**config.mk**
```make
export PLATFORM = sky130hd
export DESIGN_NAME = sw_led_driver
export DESIGN_NICKNAME = d
export VERILOG_FILES = /design/src/rtl/led_pkg.sv /design/src/rtl/sw_debounce.sv /design/src/rtl/sw_led_driver.sv
export SDC_FILE = /design/constraint.sdc
export NUM_CORES = 1
export LEC_CHECK = 0
export CORE_ASPECT_RATIO = 0.8
export CORE_MARGIN = 3
export CORE_UTILIZATION = 35
export DETAILED_ROUTE_END_ITERATION = 12
export GPL_ROUTABILITY_DRIVEN = 0
export GPL_TIMING_DRIVEN = 1
export PLACE_DENSITY_LB_ADDON = 0.1
export SLEW_MARGIN = 20
export SYNTH_ARGS = -nofsm -noshare
export SYNTH_HDL_FRONTEND = slang
export SYNTH_SLANG_ARGS = --single-unit
```
**constraint.sdc**
```tcl
create_clock -name CLK -period 2.3 [get_ports CLK]
set_clock_uncertainty 0.05 [all_clocks]
set_input_delay 0.46 -clock CLK [delete_from_list [all_inputs] [get_ports CLK]]
set_output_delay 0.46 -clock CLK [all_outputs]
set_load 0.1 [all_outputs]
```
**src/rtl/led_pkg.sv**
```systemverilog
// Shared definitions for the switch-to-LED driver: per-channel mode encodings
// and a constant-foldable ceiling log2 used to size counters.
package led_pkg;

    typedef enum logic [1:0] {
        MODE_PASS   = 2'b00,
        MODE_INV    = 2'b01,
        MODE_BLINK  = 2'b10,
        MODE_TOGGLE = 2'b11
    } led_mode_e;

    // Smallest r with 2**r >= value; clog2(1) is 0.
    function automatic int clog2(input int value);
        int result;
        result = 0;
        while ((1 << result) < value) begin
            result = result + 1;
        end
        return result;
    endfunction

endpackage

```
**src/rtl/sw_debounce.sv**
```systemverilog
// One switch channel: 2-flop synchroniser, debounce counter, stable level and change pulse.
// SW_ACTIVE_LOW_EN selects pull-up wiring (flops reset high, pin inverted into sync).
module sw_debounce #(
    parameter int DEBOUNCE_CYCLES = 16000
) (
    input  logic CLK,
    input  logic RST_N,
    input  logic sw,
    output logic sync,
    output logic stable,
    output logic sw_edge
);
    import led_pkg::*;

    localparam int CNT_W = clog2(DEBOUNCE_CYCLES);
    localparam logic [CNT_W-1:0] CNT_LAST = CNT_W'(DEBOUNCE_CYCLES - 1);

`ifdef SW_ACTIVE_LOW_EN
    localparam logic PIN_IDLE = 1'b1;
`else
    localparam logic PIN_IDLE = 1'b0;
`endif

    logic             pin_meta;
    logic             pin_q;
    logic [CNT_W-1:0] cnt;

    // Flops hold the raw pin level so the idle pin maps to sync == 0 out of reset.
    always_ff @(posedge CLK or negedge RST_N) begin
        if (!RST_N) begin
            pin_meta <= PIN_IDLE;
            pin_q    <= PIN_IDLE;
        end else begin
            pin_meta <= sw;
            pin_q    <= pin_meta;
        end
    end

`ifdef SW_ACTIVE_LOW_EN
    assign sync = ~pin_q;
`else
    assign sync = pin_q;
`endif

    // The pulse marks the cycle the new level is accepted; stable follows on the next edge.
    assign sw_edge = (sync != stable) && (cnt == CNT_LAST);

    always_ff @(posedge CLK or negedge RST_N) begin
        if (!RST_N) begin
            cnt    <= '0;
            stable <= 1'b0;
        end else if (sync == stable) begin
            cnt <= '0;
        end else if (cnt == CNT_LAST) begin
            stable <= sync;
            cnt    <= '0;
        end else begin
            cnt <= cnt + CNT_W'(1);
        end
    end

endmodule

```
**src/rtl/sw_led_driver.sv**
```systemverilog
// N_CH debounced switches driving LEDs in PASS/INV/BLINK/TOGGLE modes plus a pattern heartbeat.
// Define SW_ACTIVE_LOW_EN for switches wired to ground with pull-ups.
module sw_led_driver #(
    parameter int N_CH            = 4,
    parameter int DEBOUNCE_CYCLES = 16000,
    parameter int PATTERN_W       = 32,
    parameter int STEP_LOG2       = 21
) (
    input  logic                   CLK,
    input  logic                   RST_N,
    input  logic [N_CH-1:0]        SW,
    input  logic [2*N_CH-1:0]      MODE,
    input  logic [PATTERN_W-1:0]   PATTERN,
    output logic [N_CH-1:0]        LED_BUS,
    output logic                   LED_USER,
    output logic [N_CH-1:0]        SW_STABLE,
    output logic [N_CH-1:0]        SW_EDGE
);
    import led_pkg::*;

    localparam int IDX_W = clog2(PATTERN_W);
    localparam int PH_W  = STEP_LOG2 + IDX_W;

    logic [PH_W-1:0]  ph;
    logic [IDX_W-1:0] idx;
    logic             pat_bit;
    logic [N_CH-1:0]  sync;
    logic [N_CH-1:0]  tog;
    logic [N_CH-1:0]  led_next;

    for (genvar g = 0; g < N_CH; g++) begin : g_ch
        sw_debounce #(
            .DEBOUNCE_CYCLES (DEBOUNCE_CYCLES)
        ) u_debounce (
            .CLK     (CLK),
            .RST_N   (RST_N),
            .sw      (SW[g]),
            .sync    (sync[g]),
            .stable  (SW_STABLE[g]),
            .sw_edge (SW_EDGE[g])
        );
    end

    assign idx     = ph[PH_W-1 -: IDX_W];
    assign pat_bit = PATTERN[idx];

    // MODE and PATTERN are plain levels sampled on every edge; there is no valid/ready.
    always_comb begin
        led_next = '0;
        for (int i = 0; i < N_CH; i++) begin
            case (led_mode_e'(MODE[2*i +: 2]))
                MODE_PASS:   led_next[i] = SW_STABLE[i];
                MODE_INV:    led_next[i] = ~SW_STABLE[i];
                MODE_BLINK:  led_next[i] = SW_STABLE[i] & pat_bit;
                MODE_TOGGLE: led_next[i] = tog[i];
                default:     led_next[i] = 1'b0;
            endcase
        end
    end

    // tog runs in every mode so a channel keeps its latch across mode changes.
    always_ff @(posedge CLK or negedge RST_N) begin
        if (!RST_N) begin
            ph       <= '0;
            tog      <= '0;
            LED_BUS  <= '0;
            LED_USER <= 1'b0;
        end else begin
            ph       <= ph + PH_W'(1);
            tog      <= tog ^ (SW_EDGE & sync);
            LED_BUS  <= led_next;
            LED_USER <= pat_bit;
        end
    end

endmodule

```
==> flow_summary.json <==
{
  "status": "finished, final reports clean",
  "dr_total_vias": 3361,
  "finalSetupViolations": 0,
  "area_growth_pct": 25.32,
  "dpl.cell_count": 677,
  "hold_buffers": 0,
  "core_sq_um": 13190,
  "synth.net_count": 505,
  "syn-cell-area_sq_um": 4858,
  "slew_violations": 0,
  "clkLatencyLatePin_ns": 0.34,
  "muxShareOfSynthArea_pct": 3.631,
  "synth-seq-cells": 103,
  "numCtsBuffers": 9,
  "tritoncts": "done",
  "drt_wl_total_mm": 9.269,
  "layout_setup_ws_ns": 0.03435,
  "reg2reg_depth": 7,
  "viasPerCell": 4.767,
  "drt_iter0_drc": 134,
  "synth_top_family_by_area": "simple AND/OR/NAND/NOR gates",
  "grt_max_degree": 43,
  "period_minus_slack_ns": 2.266,
  "power_density_nw_per_um2": 616.3,
  "stdcell_area_sq_um": 6088,
  "rsz0062_at_grt": "yes",
  "first_pass_iters": 4,
  "start_util_pct": 36.82,
  "final_cells": 705,
  "grt.overflow.total": 0,
  "synth-simple-area-share_pct": 20.45,
  "async_flop_share_pct": 100.0,
  "layout_commonest_cell": "dfrtp_1",
  "startpoint_type": "register",
  "required_ns": 1.79,
  "fmax_mhz": 441.4,
  "final_layout_size_suffix_gt1_share_pct": 14.15,
  "synth-xor-area-share_pct": 13.52,
  "antenna_found_initial": 0,
  "pre_cts_ws_ns": 0.1484,
  "p_leak_nw": 2.685,
  "worstSetupPathType": "reg2out",
  "peakVddDrop_uv": 333.9,
  "synth-main-ff-cell": "dfrtp_1",
  "drt.antenna.violating_nets": 0,
  "design.die.area_sq_um": 15340,
  "grt_pass1_vias": 3358,
  "synth_compound_area_share_pct": 4.764,
  "diodes": 0,
  "rows": 37,
  "clkSlewWorstSetupHoldPaths_ns": 0.07,
  "avgSynthCellArea_sq_um": 10.70,
  "pin_count": 59,
  "worstMarginPinSlew_ns": 0.4486,
  "synth_fa_ha_area_share_pct": 1.288,
  "grtUsageTotal_pct": 12.82,
  "grt_pass1_wl_mm": 15.99,
  "min_path_type": "in2async",
  "clkSinkCount": 103,
  "slew_headroom_pct": 69.88,
  "clockBufferDepth": 2,
  "finalHoldViolations": 0,
  "cp-end-kind": "primary output",
  "final_nets": 576,
  "arrival_ns": 1.76,
  "place_hpwl_mm": 6.474,
  "ys_types": 40,
  "synth_edf_count": 0,
  "synth_warnings": 0,
  "seq_area_frac_synth_pct": 53.05,
  "netlist_instances": 454,
  "placed_cell_area_sq_um": 5604,
  "h-tree-depth": 3,
  "drc_errors": 0,
  "die_h_um": 111.4,
  "cts_root_buffer": "clkbuf_16",
  "die_w_um": 137.7,
  "layout_common_cells": "dfrtp_1 (102), nor2_1 (56), clkdlybuf4s50_1 (44)",
  "fin_crit_sh_pct": 98.51,
  "cap_viol_max_count": 0,
  "crit_fanout": 3,
  "portBuffers": 58,
  "routedWlPerCell_um": 13.15
}
-- repair_timing --
| item | 4_1_cts | 5_1_grt |
|---|---|---|
| gates cloned | 0 | 0 |
| pin swaps | 3 | 7 |
| resized for setup | 9 | 11 |
| endpoints found under the setup margin | 4 | 4 |
| setup buffers | 4 | 8 |
| hold endpoints to repair | 0 | 0 |
-- flip-flops by register name, summed over array words and instances (netlist names) --
signal                    flops
LED_BUS                       4
LED_USER                      1
g_ch.u_debounce.cnt          56
g_ch.u_debounce.pin_meta      4
g_ch.u_debounce.stable        4
g_ch.u_debounce.sync          4
ph                           26
tog                           4
-- synthesized netlist by cell type (2+ instances only) --
| cell type | instances | area (sq um) |
|---|---|---|
| dfrtp_1 | 103 | 2577 |
| nor2_1 | 59 | 221.5 |
| nand2_1 | 42 | 157.7 |
| xor2_1 | 42 | 367.9 |
| xnor2_1 | 33 | 289.0 |
| nand3_1 | 23 | 115.1 |
| and3_1 | 17 | 106.4 |
| nand4_1 | 14 | 87.58 |
| mux2i_1 | 12 | 120.1 |
| inv_1 | 11 | 41.29 |
| and4_1 | 9 | 78.83 |
| buf_4 | 9 | 67.56 |
| o21ai_0 | 9 | 45.04 |
| a21oi_1 | 7 | 35.03 |
| and2b_2 | 5 | 43.79 |
| ha_1 | 5 | 62.56 |
| mux2_2 | 5 | 56.30 |
| or3_1 | 5 | 31.28 |
| a211oi_1 | 4 | 30.03 |
| a31oi_1 | 4 | 25.02 |
| buf_2 | 4 | 20.02 |
| nor4b_1 | 4 | 35.03 |
| o22a_1 | 4 | 35.03 |
| nor3b_1 | 3 | 22.52 |
| a221oi_1 | 2 | 17.52 |
| and2_1 | 2 | 12.51 |
| and2b_1 | 2 | 15.01 |
| nor2b_1 | 2 | 12.51 |
| or2_1 | 2 | 12.51 |
-- stage by stage --
stage	utilization [%]	TNS (ns)	hold slack, ns	power [mW]
6_report	46.15	0	0.01182	3.752
3_3_place_gp	42.48	0	0.2845	2.162
5_1_grt	46.15	-0.1334	0.03448	3.928
3_5_place_dp	42.48	0	0.2858	2.167
2_1_floorplan	-	0	0.1144	2.008
4_1_cts	45.30	-0.003140	0.02346	3.808
-- area by class of cell --
cell class / instances / area (sq um)
well taps: 175 / 219.0
repair buffers: 75 / 735.7
fillers: 1269 / 7106
clock buffers: 11 / 232.7
multi-input cells: 325 / 2198
clock inverters: 5 / 82.58
inverters: 11 / 41.29
flip-flops and latches: 103 / 2579
-- power by group --
group | internal (mW) | total (mW) | switching, mW
combinational | 0.128 | 0.277 | 0.149
sequential | 1.84 | 1.86 | 0.0241
clock | 0.955 | 1.61 | 0.656
-- worst max-delay path: stages (launching register included) --
cell	delay, ns
dfrtp_1	0.40
ha_4	0.16
and4_1	0.20
nor2b_4	0.17
and2_4	0.16
nor2b_4	0.15
buf_12	0.18
-- cell families after synthesis --
kind of cell,count (synthesis)
adder cells (fa/ha/maj),5
AND/OR/NAND/NOR,194
flip-flops,103
AO/OA/AOI/OAI,34
multiplexers,17
XOR/XNOR,75
buffers and inverters,26
-- path summary, 6_finish.rpt --
check / from / endpoint / slack (ns)
setup / recovery: g_ch[0].u_debounce.cnt[0] / SW_EDGE[0] / 0.03
setup reg to reg: ph[21] / LED_BUS[2] / 0.31
hold / removal: RST_N / g_ch[2].u_debounce.cnt[7] / 0.01
max in group asynchronous: RST_N / g_ch[3].u_debounce.cnt[1] / 1.53
hold reg to reg: g_ch[3].u_debounce.pin_meta / g_ch[3].u_debounce.sync / 0.30
min in group CLK: g_ch[3].u_debounce.pin_meta / g_ch[3].u_debounce.sync / 0.30
-- metal layers --
| layer | GRT usage (%) | vias up | part of all wire [%] | routed length, um |
|---|---|---|---|---|
| met3 | 3.839 | 8 | 4.3 | 402 |
| li1 | - | 1683 | - | - |
| met5 | 0 | - | 0 | 0 |
| met4 | 3.621 | 0 | 1.2 | 110 |
| met2 | 18.69 | 55 | 44 | 4095 |
| met1 | 18.53 | 1615 | 50 | 4660 |
Power figures use the tool's default switching activity.
